`src/rtl/wb_pkg.sv`:
```
// wb_pkg: shared widths, writeback request record and arbiter source encoding
package wb_pkg;
  localparam int XLEN = 32;
  localparam int NUM_REGS = 32;
  localparam int AW = $clog2(NUM_REGS);
  typedef struct packed {
    logic [AW-1:0]   rd;
    logic [XLEN-1:0] data;
  } wb_req_t;
  typedef enum logic {GNT_ALU, GNT_LSU} wb_src_e;
endpackage

```
`src/rtl/wb_if.sv`:
```
// wb_if: decode/ALU/LSU/register-file signals of the writeback unit; WB_BYPASS_EN adds forwarding data
interface wb_if;
  import wb_pkg::*;
  logic            issue_valid;
  logic [AW-1:0]   issue_rd;
  logic            issue_ready;
  logic [AW-1:0]   rs1_addr;
  logic [AW-1:0]   rs2_addr;
  logic            rs1_busy;
  logic            rs2_busy;
  logic            alu_valid;
  logic [AW-1:0]   alu_rd;
  logic [XLEN-1:0] alu_data;
  logic            alu_ready;
  logic            lsu_valid;
  logic [AW-1:0]   lsu_rd;
  logic [XLEN-1:0] lsu_data;
  logic            lsu_ready;
  logic            rf_we;
  logic [AW-1:0]   rf_rd_addr;
  logic [XLEN-1:0] rf_rd_data;
  logic            wb_err;
`ifdef WB_BYPASS_EN
  logic [XLEN-1:0] rs1_fwd_data;
  logic [XLEN-1:0] rs2_fwd_data;
`endif
  modport slave (
    input  issue_valid, issue_rd, rs1_addr, rs2_addr,
    input  alu_valid, alu_rd, alu_data, lsu_valid, lsu_rd, lsu_data,
    output issue_ready, rs1_busy, rs2_busy, alu_ready, lsu_ready,
    output rf_we, rf_rd_addr, rf_rd_data, wb_err
`ifdef WB_BYPASS_EN
    , output rs1_fwd_data, rs2_fwd_data
`endif
  );
  modport master (
    output issue_valid, issue_rd, rs1_addr, rs2_addr,
    output alu_valid, alu_rd, alu_data, lsu_valid, lsu_rd, lsu_data,
    input  issue_ready, rs1_busy, rs2_busy, alu_ready, lsu_ready,
    input  rf_we, rf_rd_addr, rf_rd_data, wb_err
`ifdef WB_BYPASS_EN
    , input rs1_fwd_data, rs2_fwd_data
`endif
  );
endinterface

```
`src/rtl/wb_rr_arbiter.sv`:
```
// wb_rr_arbiter: 2-way round-robin, gnt[0]=ALU gnt[1]=LSU, last_grant moves only on conflict
module wb_rr_arbiter
  import wb_pkg::*;
(
  input  logic       clk,
  input  logic       rst,
  input  logic [1:0] req,
  output logic [1:0] gnt
);
  wb_src_e last_grant;
  always_comb begin
    gnt[1] = req[1] && (!req[0] || last_grant == GNT_ALU);
    gnt[0] = req[0] && !gnt[1];
  end
  always_ff @(posedge clk) begin
    if (rst) last_grant <= GNT_ALU;
    else if (&req) last_grant <= gnt[1] ? GNT_LSU : GNT_ALU;
  end
endmodule

```
`src/rtl/wb_writeback_unit.sv`:
```
// wb_writeback_unit: arbitrated RF writeback with busy scoreboard; WB_BYPASS_EN forwards the RF write
module wb_writeback_unit
  import wb_pkg::*;
(
  input logic clk,
  input logic rst,
  wb_if.slave bus
);
  logic [NUM_REGS-1:0] busy, busy_n, set_v, clr_v;
  logic [1:0] gnt;
  logic acc;
  wb_req_t req;
  wb_rr_arbiter u_arb (
    .clk(clk),
    .rst(rst),
    .req({bus.lsu_valid, bus.alu_valid}),
    .gnt(gnt)
  );
  assign bus.alu_ready = gnt[0];
  assign bus.lsu_ready = gnt[1];
  assign acc = |gnt;
  assign req = gnt[1] ? {bus.lsu_rd, bus.lsu_data} : {bus.alu_rd, bus.alu_data};
  assign bus.issue_ready = !busy[bus.issue_rd];
  // set is applied after clear so a same-edge reissue keeps the register pending
  always_comb begin
    set_v = '0;
    clr_v = '0;
    set_v[bus.issue_rd] = bus.issue_valid && bus.issue_ready;
    clr_v[bus.rf_rd_addr] = bus.rf_we;
    busy_n = (busy & ~clr_v) | set_v;
    busy_n[0] = 1'b0;
  end
  always_ff @(posedge clk) begin
    if (rst) begin
      busy <= '0;
      bus.rf_we <= 1'b0;
      bus.rf_rd_addr <= '0;
      bus.rf_rd_data <= '0;
      bus.wb_err <= 1'b0;
    end else begin
      busy <= busy_n;
      bus.rf_we <= acc && req.rd != '0;
      if (acc) begin
        bus.rf_rd_addr <= req.rd;
        bus.rf_rd_data <= req.data;
      end
      if (acc && req.rd != '0 && !busy[req.rd]) bus.wb_err <= 1'b1;
    end
  end
`ifdef WB_BYPASS_EN
  logic hit1, hit2;
  assign hit1 = bus.rf_we && bus.rf_rd_addr == bus.rs1_addr && bus.rs1_addr != '0;
  assign hit2 = bus.rf_we && bus.rf_rd_addr == bus.rs2_addr && bus.rs2_addr != '0;
  assign bus.rs1_busy = busy[bus.rs1_addr] && !hit1;
  assign bus.rs2_busy = busy[bus.rs2_addr] && !hit2;
  assign bus.rs1_fwd_data = hit1 ? bus.rf_rd_data : '0;
  assign bus.rs2_fwd_data = hit2 ? bus.rf_rd_data : '0;
`else
  assign bus.rs1_busy = busy[bus.rs1_addr];
  assign bus.rs2_busy = busy[bus.rs2_addr];
`endif
endmodule
```
`src/flat_wrapper.sv`:
```
// flat-port wrapper written by rule: the top's interface ports become plain ports
module wb_writeback_unit_flat import wb_pkg::*;
  (clk, rst, bus_issue_valid, bus_issue_rd, bus_rs1_addr, bus_rs2_addr, bus_alu_valid, bus_alu_rd, bus_alu_data, bus_lsu_valid, bus_lsu_rd, bus_lsu_data, bus_issue_ready, bus_rs1_busy, bus_rs2_busy, bus_alu_ready, bus_lsu_ready, bus_rf_we, bus_rf_rd_addr, bus_rf_rd_data, bus_wb_err);
  wb_if bus_i ();
  input logic clk;
  input logic rst;
  input wire logic [$bits(bus_i.issue_valid)-1:0] bus_issue_valid;
  input wire logic [$bits(bus_i.issue_rd)-1:0] bus_issue_rd;
  input wire logic [$bits(bus_i.rs1_addr)-1:0] bus_rs1_addr;
  input wire logic [$bits(bus_i.rs2_addr)-1:0] bus_rs2_addr;
  input wire logic [$bits(bus_i.alu_valid)-1:0] bus_alu_valid;
  input wire logic [$bits(bus_i.alu_rd)-1:0] bus_alu_rd;
  input wire logic [$bits(bus_i.alu_data)-1:0] bus_alu_data;
  input wire logic [$bits(bus_i.lsu_valid)-1:0] bus_lsu_valid;
  input wire logic [$bits(bus_i.lsu_rd)-1:0] bus_lsu_rd;
  input wire logic [$bits(bus_i.lsu_data)-1:0] bus_lsu_data;
  output wire logic [$bits(bus_i.issue_ready)-1:0] bus_issue_ready;
  output wire logic [$bits(bus_i.rs1_busy)-1:0] bus_rs1_busy;
  output wire logic [$bits(bus_i.rs2_busy)-1:0] bus_rs2_busy;
  output wire logic [$bits(bus_i.alu_ready)-1:0] bus_alu_ready;
  output wire logic [$bits(bus_i.lsu_ready)-1:0] bus_lsu_ready;
  output wire logic [$bits(bus_i.rf_we)-1:0] bus_rf_we;
  output wire logic [$bits(bus_i.rf_rd_addr)-1:0] bus_rf_rd_addr;
  output wire logic [$bits(bus_i.rf_rd_data)-1:0] bus_rf_rd_data;
  output wire logic [$bits(bus_i.wb_err)-1:0] bus_wb_err;
  assign bus_i.issue_valid = bus_issue_valid;
  assign bus_i.issue_rd = bus_issue_rd;
  assign bus_i.rs1_addr = bus_rs1_addr;
  assign bus_i.rs2_addr = bus_rs2_addr;
  assign bus_i.alu_valid = bus_alu_valid;
  assign bus_i.alu_rd = bus_alu_rd;
  assign bus_i.alu_data = bus_alu_data;
  assign bus_i.lsu_valid = bus_lsu_valid;
  assign bus_i.lsu_rd = bus_lsu_rd;
  assign bus_i.lsu_data = bus_lsu_data;
  assign bus_issue_ready = bus_i.issue_ready;
  assign bus_rs1_busy = bus_i.rs1_busy;
  assign bus_rs2_busy = bus_i.rs2_busy;
  assign bus_alu_ready = bus_i.alu_ready;
  assign bus_lsu_ready = bus_i.lsu_ready;
  assign bus_rf_we = bus_i.rf_we;
  assign bus_rf_rd_addr = bus_i.rf_rd_addr;
  assign bus_rf_rd_data = bus_i.rf_rd_data;
  assign bus_wb_err = bus_i.wb_err;
  wb_writeback_unit u_core (.clk(clk), .rst(rst), .bus(bus_i));
endmodule
```
`config.mk`:
```
export PLATFORM = sky130hd
export DESIGN_NAME = wb_writeback_unit_flat
export DESIGN_NICKNAME = d
export VERILOG_FILES = /design/src/rtl/wb_pkg.sv /design/src/rtl/wb_if.sv /design/src/rtl/wb_rr_arbiter.sv /design/src/rtl/wb_writeback_unit.sv /design/src/flat_wrapper.sv
export SDC_FILE = /design/constraint.sdc
export NUM_CORES = 1
export LEC_CHECK = 0
export BUFFER_PORTS_ARGS = -buffer_cell sky130_fd_sc_hd__buf_2
export CORE_MARGIN = 2
export CORE_UTILIZATION = 55
export DETAILED_ROUTE_END_ITERATION = 10
export GPL_TIMING_DRIVEN = 1
export PLACE_DENSITY = 0.92
export SYNTH_ARGS = -nofsm -noshare
export SYNTH_HDL_FRONTEND = slang
export SYNTH_HIERARCHICAL = 1
export SYNTH_SLANG_ARGS = --single-unit
```
`constraint.sdc`:
```
create_clock -name clk -period 3.1 [get_ports clk]
set_input_delay 0 -clock clk [delete_from_list [all_inputs] [get_ports clk]]
set_output_delay 0 -clock clk [all_outputs]
set_load 0.02 [all_outputs]
```
==> results.txt <==
The flow ran to the end, but the final reports show violations. The final reports fail on design-rule violations. Of the total power, combinational logic draws 0.230. The maximum buffer depth of the clock tree came out at 2. The detailed-route wire length per cell is 19.8 um. In this run, distinct cell masters in the synthesized netlist total 55. The cell type contributing the most total cell area after synthesis is sky130_fd_sc_hd__dfxtp_1.

The detail-routed via count per cell came out at 6.33. The endpoint identified for the worst register-to-register timing path is u_core/bus.wb_err. The Yosys warning count came out at 6. The post-detailed-route count of antenna-violating nets is 0.

The total clock sinks came out at 71. After floorplanning, the core was divided into 32 placement rows. The leakage power came out at 2.38 nW.

The number of nets in the final layout is 759. The critical path arrival is 2.75 ns. The synthesized design contains 0 enable-type register cells. The horizontal die dimension is 93.8 um. In the post-synthesis netlist, the biggest area contributors are sky130_fd_sc_hd__dfxtp_1, sky130_fd_sc_hd__mux4_2, sky130_fd_sc_hd__mux2i_1. The post-detailed-placement half-perimeter wirelength is 9.92 mm. The worst reg2reg path depth came out at 7.

The DRC violation count after routing came out at 1. The most frequent cell after synthesis is sky130_fd_sc_hd__nor2_1. The overall track demand over capacity in global routing came out at 0.345.

The worst setup path is launched from an input port. After routing, the total negative slack on setup checks comes to 0 ns. The signed area change from the synthesized netlist to the final layout came out at 28.0%. Entering global routing, the biggest net connects 66 pins. STA puts the critical path data required time at 3.35 ns. The worst slew margin relative to its limit is 0.300. The worst hold-check slack came out at 0.0263 ns. The number of global-route vias before repair came out at 4713. The iteration-0 DRC count of the detailed router came out at 635. The worst register-to-register path begins at u_core/u_arb/last_grant. The switching part of the total power came out at 0.301. The number of fill cells is 534. The most used flip-flop cell after synthesis is sky130_fd_sc_hd__dfxtp_1.

The area enclosed by the die boundary came out at 0.00880 mm^2. The sequential area share after synthesis is 0.321. The cell area after synthesis is 0.00443 mm^2. The proportion of register bits with asynchronous set or reset after synthesis is 0. The final worst clock skew came out at 0.00854 ns. Clock-pin slew was measured on the worst setup and hold paths at 0.08 ns. The synthesized net count came out at 609. The top cell type's share of synthesized area came out at 0.321. The top achievable clock speed is 0.400 GHz. The cell at the root of the clock tree is sky130_fd_sc_hd__clkbuf_8.

The number of H-tree branching levels came out at 3. The count of final hold-check violations is 0. The net switching power of the design came out at 0.000706 W.

The measured slew at the worst slew-check pin is 1.05 ns. The final wirelength came out at 15.3 mm. The initial utilization of the core area, before any placement, comes to 0.571. The number of buffer cells added on primary ports came out at 137. The critical path endpoint category is a flop.

The proportion of power drawn by flip-flops and latches came out at 0.428. The shortest clock period the worst path allows after layout came out at 2.50 ns. Setup violations remaining at the end of the flow were counted as 0. The post-route clock period utilization is 0.806. The detailed-router iteration count before antenna repair is 8. The mean cell area of the mapped netlist is 8.61 um^2. The number of antenna violations at the first check in global routing is 0. The cell count after synthesis came out at 515. The share of total power dissipated in the clock network is 0.342. The number of buffers added by the clock tree synthesis step came out at 9. The clock latency at the later pin of the worst-skew pair is 0.34 ns.

The first global-routing pass estimated 23.5 mm of wire. The total area of sequential cells is 0.00142 mm^2. The number of ports placed on the die boundary came out at 138. The TritonCTS clock tree is done. The region available for standard cell placement spans 0.00777 mm^2. The routability congestion estimate came out at 1.01. Setup repair after global routing left no endpoint under its margin. The max-capacitance violation count came out at 0. The layout cell share with drive strength beyond 1 came out at 0.290. The worst hold path passes through 5 cells. IR analysis of the VDD net gives a maximum drop of 0.000267 V. The via total after detailed routing is 4884. The count of pins over their slew limit came out at 0. Of all nets on the critical path, the largest fanout is 27. The remaining global-route overflow came out at 0. The flip-flop and latch count after synthesis came out at 71. After synthesis, the most frequently instantiated cells are sky130_fd_sc_hd__nor2_1, sky130_fd_sc_hd__dfxtp_1, sky130_fd_sc_hd__a21oi_1, sky130_fd_sc_hd__o21ai_0, sky130_fd_sc_hd__mux2i_1. The minimum setup slack among reg-to-reg paths came out at 0.61 ns. Post-CTS repair changed the size of 0 cells. The power per cell area is 414 mW/mm^2. The sink of the worst hold path is u_core/bus.rf_rd_data[31]. The worst setup path is of the input port to flop kind.

The path class of the tightest hold or removal check is input port to flop. The area of the multi-input gates came out at 0.00283 mm^2. The beginning of the worst hold path is bus_alu_data[31]. The antenna cell count is 0.

The internal power summed over all cells came out at 0.00164 W. The die is 93.8 um tall.
-- flip-flops by register name (all words and copies together) (netlist names) --
name,flops
u_core/busy,31
u_core/bus.rf_rd_addr,5
u_core/bus.rf_we,1
u_core/bus.wb_err,1
u_core/u_arb/last_grant,1
u_core/bus.rf_rd_data,32
-- worst max-delay path, stage by stage --
cell	delay (ns)
sky130_fd_sc_hd__dlygate4sd3_1	0.53
sky130_fd_sc_hd__buf_2	0.16
sky130_fd_sc_hd__a21boi_4	0.60
sky130_fd_sc_hd__mux2_4	0.36
sky130_fd_sc_hd__mux2_2	0.35
sky130_fd_sc_hd__nand2_1	0.07
sky130_fd_sc_hd__o311ai_0	0.17
sky130_fd_sc_hd__o211a_1	0.19
sky130_fd_sc_hd__o41ai_2	0.31
-- layout by cell type (no fill, tap or decap), drive strengths merged, types with 14 or more instances in the layout --
cell type	n
mux4	25
mux2i	36
nand2b	14
a21oi	51
dlygate4sd3	34
o21ai	44
buf	140
nor2	96
dfxtp	71
nand2	35
-- what timing repair did --
action                                 CTS  global route
hold buffers                            34             0
buffers inserted                         0             0
setup endpoints to repair                0             0
endpoints found under the hold margin   33             0
-- final cells by class --
type,instances,area share
clock buffer,11,0.0231
clock inverter,5,0.0143
inverter,9,0.00595
multi-input combinational,400,0.499
sequential,71,0.250
tap,102,0.0225
timing repair buffer,174,0.185
-- stage by stage --
stage / power, W / area (um^2) / instances / setup slack, ns / utilization
after floorplan: 0.00134 / 4430 / 515 / 0.665 / -
after global placement: 0.00148 / 5120 / 722 / 0.819 / 0.660
after detailed placement: 0.00151 / 5120 / 722 / 0.714 / 0.660
after CTS: 0.00233 / 5680 / 772 / 0.676 / 0.731
after global routing: 0.00244 / 5680 / 772 / 0.525 / 0.731
final: 0.00235 / 5680 / 772 / 0.600 / 0.731
-- power groups by stage --
stage,combinational [W],clock [W],sequential [W]
6_report,0.000541,0.000803,0.00100
4_1_cts,0.000519,0.000806,0.00100
3_3_place_gp,0.000464,0,0.00102
2_1_floorplan,0.000286,0,0.00105
3_5_place_dp,0.000484,0,0.00102
5_1_grt,0.000578,0.000850,0.00101
-- routing by layer --
layer / wire length, um / share of wire / GRT usage
met1: 5660 / 0.37 / 0.433
met2: 7180 / 0.47 / 0.568
met3: 1870 / 0.12 / 0.0803
met5: 0 / 0 / 0
met4: 568 / 0.037 / 0.146
-- how the worst max path moves through the flow --
stage                     depth (start not counted)  slack, ns                 to                     from
final                                             9       0.60  u_core/bus.wb_err            bus_lsu_valid
after global routing                              6       0.52  u_core/bus.wb_err  u_core/u_arb/last_grant
after CTS                                         9       0.68  u_core/bus.wb_err            bus_lsu_valid
after detailed placement                          7       0.71  u_core/bus.wb_err  u_core/u_arb/last_grant
after global placement                            7       0.82  u_core/bus.wb_err  u_core/u_arb/last_grant
after floorplan                                   8       0.67  u_core/bus.wb_err  u_core/u_arb/last_grant
-- kinds of logic after synthesis --
| group | share of synthesized area |
|---|---|
| AO/OA/AOI/OAI | 0.220 |
| buffers and inverters | 0.0454 |
| flip-flops | 0.321 |
| multiplexers | 0.225 |
| AND/OR/NAND/NOR | 0.189 |
(Power assumes the default switching activity.)
